File: config.mk
export PLATFORM = sky130hd
export DESIGN_NAME = seq_frame_tx_1011
export DESIGN_NICKNAME = d
export VERILOG_FILES = /design/src/rtl/seq_frame_tx_1011.sv
export SDC_FILE = /design/constraint.sdc
export NUM_CORES = 1
export LEC_CHECK = 0
export CAP_MARGIN = 20
export CORE_MARGIN = 4
export CORE_UTILIZATION = 35
export DETAILED_ROUTE_END_ITERATION = 8
export PLACE_DENSITY = 0.61
export SLEW_MARGIN = 40
export SYNTH_ARGS = -nofsm -noshare
export SYNTH_HDL_FRONTEND = slang
export SYNTH_SLANG_ARGS = --single-unit
File: constraint.sdc
create_clock -name clk -period 2.7 [get_ports clk]
set_clock_uncertainty 0.05 [all_clocks]
set_input_delay 0.54 -clock clk [delete_from_list [all_inputs] [get_ports clk]]
set_output_delay 0.54 -clock clk [all_outputs]
set_load 0.05 [all_outputs]
File: src/rtl/seq_frame_tx_1011.sv
// seq_frame_tx_1011: serial frame transmitter sending sync 1011, then an MSB-first payload, then a gap of zeros
//   clk, reset       : rising-edge clock, synchronous active-high reset
//   in_data/in_valid : payload word and its valid; in_ready is high only in IDLE
//   abort            : ends the current frame early (SYNC/DATA only); the full gap still follows
//   out_bit/out_valid: registered serial line, with a valid that marks the sync and payload bits
//   busy, frame_done : not-IDLE flag; one-cycle pulse on the first gap cycle of a completed frame
module seq_frame_tx_1011 #(
  parameter int DATA_W   = 8,
  parameter int GAP_BITS = 2
) (
  input  logic              clk,
  input  logic              reset,
  input  logic [DATA_W-1:0] in_data,
  input  logic              in_valid,
  output logic              in_ready,
  input  logic              abort,
  output logic              out_bit,
  output logic              out_valid,
  output logic              busy,
  output logic              frame_done
);
  localparam int MAXC = (DATA_W > GAP_BITS) ? ((DATA_W > 4) ? DATA_W : 4) : ((GAP_BITS > 4) ? GAP_BITS : 4);
  localparam int CW = $clog2(MAXC);
  typedef enum logic [1:0] {IDLE, SYNC, DATA, GAP} state_t;
  state_t state_q, state_d;
  logic [CW-1:0] cnt_q, cnt_d;
  logic [DATA_W-1:0] shreg_q, shreg_d;
  logic out_bit_q, out_bit_d, out_valid_q, out_valid_d, frame_done_q, frame_done_d;
  always_comb begin
    state_d = state_q;
    cnt_d = cnt_q + CW'(1);
    shreg_d = shreg_q;
    frame_done_d = 1'b0;
    case (state_q)
      IDLE: begin
        cnt_d = '0;
        if (in_valid) begin
          state_d = SYNC;
          shreg_d = in_data;
        end
      end
      SYNC: state_d = abort ? GAP : (cnt_q == CW'(3)) ? DATA : SYNC;
      DATA: begin
        shreg_d = shreg_q << 1;
        state_d = abort ? GAP : (cnt_q == CW'(DATA_W - 1)) ? GAP : DATA;
        frame_done_d = !abort && (cnt_q == CW'(DATA_W - 1));
      end
      default: state_d = (cnt_q == CW'(GAP_BITS - 1)) ? IDLE : GAP;
    endcase
    if (state_d != state_q) cnt_d = '0;
    // Outputs are registered from the next state so the first sync bit lands the cycle after the handshake.
    out_valid_d = (state_d == SYNC) || (state_d == DATA);
    out_bit_d = (state_d == SYNC) ? (cnt_d != CW'(1)) : (state_d == DATA) ? shreg_d[DATA_W-1] : 1'b0;
  end
  always_ff @(posedge clk) begin
    if (reset) begin
      state_q <= IDLE;
      cnt_q <= '0;
      shreg_q <= '0;
      out_bit_q <= 1'b0;
      out_valid_q <= 1'b0;
      frame_done_q <= 1'b0;
    end else begin
      state_q <= state_d;
      cnt_q <= cnt_d;
      shreg_q <= shreg_d;
      out_bit_q <= out_bit_d;
      out_valid_q <= out_valid_d;
      frame_done_q <= frame_done_d;
    end
  end
  assign in_ready = (state_q == IDLE);
  assign busy = (state_q != IDLE);
  assign out_bit = out_bit_q;
  assign out_valid = out_valid_q;
  assign frame_done = frame_done_q;
endmodule

Word level (Yosys, flattened, before mapping)

Index checks and enable logic that the tools add are counted.

Register bits: 16
Input bits: 12
Output and inout port bits: 5
Logic and storage cells: 40

Add/subtract/negate cells: 1
Equal/unequal tests: 10
Mux-type cells: 13
Bitwise operators: 1
Reductions and logical operators: 8

Operator list:

| kind                                           | number |
|---|---|
| one-hot mux 8 bit (2 select lines)             | 1 |
| 2-to-1 mux 2 bit                               | 4 |
| 2-to-1 mux 8 bit                               | 1 |
| 2-to-1 mux 3 bit                               | 2 |
| one-hot mux 2 bit (3 select lines)             | 1 |
| == test 2 x 1 -> 1 bit (second input constant) | 2 |
| == test 2 bit (second input constant)          | 2 |
| 2-to-1 mux 1 bit                               | 4 |
| nonzero test 2 bit                             | 2 |
| adder 3 x 1 -> 3 bit (second input constant)   | 1 |
| == test 3 x 1 -> 1 bit (second input constant) | 1 |
| == test 3 x 2 -> 1 bit (second input constant) | 1 |
| == test 3 bit (second input constant)          | 1 |
| != test 3 x 1 -> 1 bit (second input constant) | 1 |
| zero test 2 bit                                | 1 |
| != test 2 bit                                  | 1 |
| != test 2 bit (second input constant)          | 1 |
| AND reduction 2 bit                            | 1 |
| OR reduction 2 bit                             | 1 |
| logical AND 1 bit                              | 1 |
| zero test 1 bit                                | 1 |
| logical OR 1 bit                               | 1 |
| inverter 1 bit                                 | 1 |

Logic depth before layout (Yosys ltp)

Gate-level depths: netlist of run 1.

Word-level depth: 8
Gate-level depth with buffers: 8
Gate-level depth less buffers: 8

Least setup slack after synthesis of run 1

OpenSTA, ideal clock, no wires.

Path type: register to output
Start: register state_q[1]
End: output port busy
Arrival: 1.624 ns
Slack: 0.486 ns
Cell stages (with the launch flop): 4
Buffers on the path: 1
Cell sequence: dfxtp_1 -> buf_4 -> nor2_1 -> inv_1

Cells in the longest elaborated chain, start to end: 1

Ends and longest elaborated chain:

| element                | RTL line | text |
|---|---|---|
| from (decl)            | 25       | `state_t state_q, state_d;` |
| from (signal assigned) | 64       | `state_q <= state_d;` |
| nonzero test 2 bit     | 73       | `assign busy = (state_q != IDLE);` |
| to (decl)              | 19       | `output logic busy,` |

No other way between the ends.

Worst setup path in the final report of run 1

Same ends and word-level chain as after synthesis.

==> run_results.csv, run 1 <==
group,metric,value,unit
status,status,"finished clean",
sta,rsz0062_at_grt,"no",
pwr,power,583.7,uW
worst_setup_path,cp-start-kind,"flip-flop",
grt,first_global_vias,629,
grt,grt_pass1_wl,2711,um
sta,report.final.setup_viol,0,
worst_setup_path,arrival,1.83,ns
worst_setup_path,cpMaxStageDelayCell,"clkdlybuf4s50_1",
synth,ys_types,29,
synth,ys_seq_area_share,41.09,%
worst_hold_path,min_to,"shreg_q[0]",
clock_network,post_cts_buffers,0,
clock_network,cts_tree,"built",
worst_setup_path,cpPeakStageDelay,0.80,ns
pwr,p_per_area,598.1,nW/um2
clock_network,cts_sinks,16,
synth,synthSimpleGateAreaFrac,19.58,%
placed_design,dpl_cell_area,939.7,um2
pwr,power.leakage,0.0003812,uW
synth,synth_top_family_by_area,"compound AO/OA/AOI/OAI gates",
grt,overflow,0,
worst_setup_path,required,2.11,ns
die,fp.dieW,55.19,um
worst_setup_path,r2r_slack,0.44,ns
worst_hold_path,whs_path_depth,2,
sta,fin_crit_sh,89.71,%
layout,final_util,47.79,%
die,die_y,55.19,um
synth,synth_compound_area_share,21.51,%
clock_network,root_buffer,"clkbuf_4",
worst_setup_path,crit_type,"flip-flop to output port",
routing,ant_nets,0,
pwr,peakVddDrop,0.3704,mV
synth,syn_avg_cell_area,9.392,um2
clock_network,cts_buffers,3,
routing,drt_iter0_markers,15,
sta,relSlewSlack,66.85,%
worst_setup_path,endpoint_kind,"output port",
placed_design,gp_congestion,0.7784,
routing,wl_met1,732,um
die,start_util,38.17,%
clock_network,postCtsHoldBufs,0,
routing,vias_per_cell,5.333,
synth,muxShareOfSynthArea,0,%
worst_setup_path,cp_max_fo,12,
die,die_area,3046,um2
clock_network,htreeDepth,1,
placed_design,port_buffers,16,
layout,drive_gt1_share,9.091,%
synth,synthCells,83,
worst_setup_path,r2r_start,"cnt_q[0]",
worst_hold_path,min_path_type,"flip-flop to flip-flop",
clock_network,clk_latency,0.29,ns
synth,synthAdderAreaFrac,9.631,%
sta,fmax,0.4129,GHz
sta,fin_crit,2.422,ns
layout,nets,118,
worst_setup_path,worstPathCellList,"nor2_1 > inv_1 > clkdlybuf4s50_1",
clock_network,clockBufferDepth,2,
flow_run,maxCapViolCount,0,
placed_design,place_ws,0.1877,ns
routing,vias,672,
die,core_area,2042,um2
worst_setup_path,reg2reg_to,"out_bit",
layout,areaGrowthSynthToFinish,25.20,%
worst_hold_path,worstHoldStart,"shreg_q[0]",
sta,fin_tns_setup,0,ns
die,ioPinCount,17,
sta,slew_viol_final,0,
routing,wirelength,1613,um
routing,highest_layer,"met4",
layout,diodes,0,
synth,ys_warn_count,0,
die,rows,16,
worst_setup_path,crit_buf_inv,2,
routing,drc,0,
worst_setup_path,crit_family,"buffers and inverters",
clock_network,path_clk_slew,0.09,ns
routing,firstDrtPassIters,5,
synth,synth_xor_area_share,0,%
sta,finalWorstSetupSlack,0.2779,ns
grt,antenna_found_initial,0,
synth,ys_seq_elements,16,
routing,wl_per_cell,12.80,um
synth,synth_nets,101,
routing,met2WireLength,727,um
layout,final_area,975.9,um2
routing,wl_met3,143,um
synth,synth_area,779.5,um2
grt,grt_max_degree,13,
grt,groute.usage.overall,12.72,%
worst_setup_path,rr_worst_depth,7,
sta,hold_viol,0,
clock_network,postCtsResizedCells,0,
sta,tightest_slew,0.4957,ns
placed_design,hpwl,1237,um
## worst register-to-register path: cells and delay by family (launching register included)
| family | cells | cell delay (ns) |
|---|---|---|
| flops | 1 | 0.39 |
| buf+inv | 1 | 0.08 |
| fa+ha+maj | 3 | 0.59 |
| compound gates | 2 | 0.59 |
| simple gates | 1 | 0.45 |
## kinds of logic (layout without fill, tap and decap cells)
| logic type | after synthesis | after routing |
|---|---|---|
| AOI/OAI and AO/OA | 22 | 22 |
| adders and majority gates | 6 | 6 |
| buffers and inverters | 12 | 28 |
| DFF | 16 | 16 |
| and+or+nand+nor | 27 | 27 |
## cell type report
class | instances | area, um2
Fill cell | 220 | 1066
Tap cell | 27 | 33.78
Timing Repair Buffer | 16 | 160.2
Multi-Input combinational cell | 55 | 395.4
Clock buffer | 4 | 36.28
Inverter | 8 | 30.03
Sequential cell | 16 | 320.3
## registers in the layout, summed over array words and instances, names as in the netlist
name        count
cnt_q           3
out_bit         1
state_q         2
shreg_q         8
out_valid       1
frame_done      1
## Yosys cell counts
master,count,area [um2]
o2111a_1,2,22.52
nand2b_1,2,12.51
or3b_2,3,26.28
dfxtp_1,16,320.3
a211oi_1,6,45.04
o21ba_2,1,10.01
buf_4,1,7.510
ha_1,6,75.07
a21oi_1,1,5.000
or4b_4,1,13.76
clkbuf_1,1,3.750
nor2b_1,1,6.260
o22ai_1,6,37.54
nand2_1,2,7.510
nor3_1,3,15.01
inv_1,8,30.03
a21boi_0,1,7.510
o221a_1,1,11.26
nand3b_1,1,7.510
nand4_1,1,6.260
nor4_1,1,6.260
o21a_1,1,7.510
buf_6,2,22.52
o21bai_1,1,7.510
nand4b_1,1,8.760
a32oi_1,1,8.760
nand3_1,1,5.000
o21ai_0,1,5.000
nor2_1,10,37.54
## placed cells by master, fill, tap and decap left out, drive strengths merged
| cell type | Yosys | layout |
|---|---|---|
| clkdlybuf4s50 | 0 | 16 |
| nor4 | 1 | 1 |
| dfxtp | 16 | 16 |
| nand2b | 2 | 2 |
| o21a | 1 | 1 |
| o21ai | 1 | 1 |
| o21bai | 1 | 1 |
| ha | 6 | 6 |
| a21boi | 1 | 1 |
| inv | 8 | 8 |
| a32oi | 1 | 1 |
| or4b | 1 | 1 |
| nand4 | 1 | 1 |
| nand3 | 1 | 1 |
| nand4b | 1 | 1 |
| o21ba | 1 | 1 |
| or3b | 3 | 3 |
| nand3b | 1 | 1 |
| a211oi | 6 | 6 |
| nand2 | 2 | 2 |
| nor3 | 3 | 3 |
| a21oi | 1 | 1 |
| nor2 | 10 | 10 |
| o2111a | 2 | 2 |
| nor2b | 1 | 1 |
| o22ai | 6 | 6 |
| clkbuf | 1 | 4 |
| o221a | 1 | 1 |
## layer usage
metal | up-vias | track usage, %
li1 | 334 | -
met1 | 310 | 16.72
met2 | 26 | 18.11
met3 | 2 | 5.630
met4 | 0 | 4.858
met5 | - | 0
## through the flow
| step | instances | hold slack [ns] |
|---|---|---|
| 2_1_floorplan | 83 | 0.3952 |
| 3_3_place_gp | 122 | 0.4094 |
| 3_5_place_dp | 122 | 0.4147 |
| 4_1_cts | 126 | 0.4288 |
| 5_1_grt | 126 | 0.4543 |
| 6_report | 126 | 0.4291 |
## power breakdown
group / internal [uW] / switching, uW / leakage, uW / total (uW)
clock: 82.1 / 74.9 / 0.0000210 / 157
sequential: 259 / 17.0 / 0.000132 / 276
combinational: 64.1 / 86.8 / 0.000228 / 151
## worst max path at each step
stage               startpoint  cells after the start  slack, ns       to
detailed placement       abort                      6       0.19  out_bit
global route        state_q[0]                      3       0.19     busy
global placement         abort                      6       0.26  out_bit
finish              state_q[1]                      3       0.28     busy
floorplan           state_q[1]                      3       0.49     busy
CTS                 state_q[1]                      3       0.25     busy
Note: power is estimated with default switching activity, not from simulation.
==> run 2, diff against run 1 <==
--- a/config.mk
+++ b/config.mk
@@ -6,11 +6,9 @@
 export NUM_CORES = 1
 export LEC_CHECK = 0
 export CAP_MARGIN = 20
-export CORE_MARGIN = 4
 export CORE_UTILIZATION = 35
 export DETAILED_ROUTE_END_ITERATION = 8
 export PLACE_DENSITY = 0.61
-export SLEW_MARGIN = 40
 export SYNTH_ARGS = -nofsm -noshare
 export SYNTH_HDL_FRONTEND = slang
 export SYNTH_SLANG_ARGS = --single-unit
==> run_results.csv, run 2 (synthesized netlist as in run 1, its figures left out) <==
group,metric,value,unit
placed_design,port_buffers,16,
layout,top_register,"shreg_q",
routing,ant_nets,0,
layout,drive_gt1_share,8.163,%
flow_run,maxCapViolCount,0,
pwr,p_per_area,573.6,nW/um2
routing,wirelength,1538,um
clock_network,root_buffer,"clkbuf_4",
clock_network,postCtsResizedCells,0,
sta,hold_viol,0,
sta,fin_crit,2.377,ns
layout,areaGrowthSynthToFinish,23.43,%
routing,vias_per_cell,5.064,
clock_network,postCtsHoldBufs,0,
placed_design,gp_congestion,0.7534,
grt,overflow,0,
sta,relSlewSlack,65.04,%
worst_setup_path,required,2.11,ns
worst_setup_path,crit_type,"flip-flop to output port",
status,status,"finished clean",
clock_network,clockBufferDepth,2,
routing,drt_iter0_markers,7,
clock_network,path_clk_slew,0.09,ns
die,start_util,38.55,%
sta,fmax,0.4208,GHz
clock_network,cts_tree,"built",
sta,fin_tns_setup,0,ns
clock_network,post_cts_buffers,0,
routing,drc,0,
grt,grt_pass1_wl,2656,um
placed_design,hpwl,1116,um
grt,antenna_found_initial,0,
clock_network,cts_buffers,3,
layout,nFillCells,210,
sta,fin_crit_sh,88.03,%
die,core_area,2022,um2
worst_hold_path,min_path_type,"flip-flop to flip-flop",
clock_network,clk_latency,0.29,ns
die,rows,16,
pwr,power,551.9,uW
layout,largest_reg_flops,8,
die,die_area,2420,um2
clock_network,cts_sinks,16,
grt,grt_max_degree,13,
layout,nets,118,
layout,top_regs,"shreg_q (8), cnt_q (3), state_q (2)",
routing,firstDrtPassIters,4,
routing,vias,633,
sta,report.final.setup_viol,0,
routing,wl_per_cell,12.30,um
layout,diodes,0,
grt,groute.usage.overall,14.37,%
worst_setup_path,endpoint_kind,"output port",
worst_setup_path,cp_max_fo,12,
worst_setup_path,arrival,1.79,ns
pwr,peakVddDrop,0.2996,mV
clock_network,htreeDepth,1,
grt,first_global_vias,607,
sta,rsz0062_at_grt,"no",
worst_setup_path,cp-start-kind,"flip-flop",
layout,final_util,47.59,%
die,fp.dieW,49.19,um
die,die_y,49.19,um
sta,slew_viol_final,0,
pwr,power.leakage,0.0003740,uW
die,ioPinCount,17,
layout,mostFrequentLayoutCells,"dfxtp_1 (16), clkdlybuf4s50_1 (16), nor2_1 (10)",
sta,tightest_slew,0.5198,ns
## run 2: changes by cell type in the layout (fill, tap and decap cells not counted)
cell / previous run / this run
clkbuf_8: 1 / 0
## run 2: cell type report
class                      instances  area (um2)  area share, %
timing repair buffer              16       160.2          16.65
sequential                        16       320.3          33.29
inverter                           8       30.03          3.121
tap                               27       33.78          3.511
multi-input combinational         55       395.4          41.09
clock buffer                       3       22.52          2.341
## run 2: power by group
part / internal (uW) / leakage (uW) / total (uW) / switching, uW
clock: 51.9 / 0.0000138 / 126 / 74.3
sequential: 259 / 0.000132 / 275 / 16.5
combinational: 64.1 / 0.000228 / 150 / 86.2
total: 375 / 0.000374 / 552 / 177
## run 2: through the flow
| step | setup WS [ns] | std cells | area [um2] | hold slack, ns |
|---|---|---|---|---|
| detailed placement | 0.2302 | 122 | 939.7 | 0.4109 |
| CTS | 0.3098 | 125 | 962.2 | 0.4287 |
| floorplan | 0.4856 | 83 | 779.5 | 0.3952 |
| global placement | 0.2660 | 122 | 939.7 | 0.4086 |
| global route | 0.2369 | 125 | 962.2 | 0.4402 |
| finish | 0.3233 | 125 | 962.2 | 0.4228 |
## run 2: worst max-delay path, cell delays in order (launching register included)
cell,delay [ns]
dfxtp_1,0.52
nor2_1,0.12
inv_1,0.07
clkdlybuf4s50_1,0.79
## run 2: worst paths after layout
kind              start         end  slack [ns]  cells after the start
min          shreg_q[0]  shreg_q[0]        0.42                      2
max reg2reg    cnt_q[0]     out_bit        0.49                      7
min reg2reg  shreg_q[0]  shreg_q[0]        0.42                      2
max          state_q[1]        busy        0.32                      3
## run 2: layer usage
metal	vias to the layer above	part of all wire (%)	global-route usage [%]
li1	329	-	-
met2	21	43	22.37
met3	3	6.3	5.607
met5	-	0	0
met1	280	50	18.63
met4	0	0.85	2.941
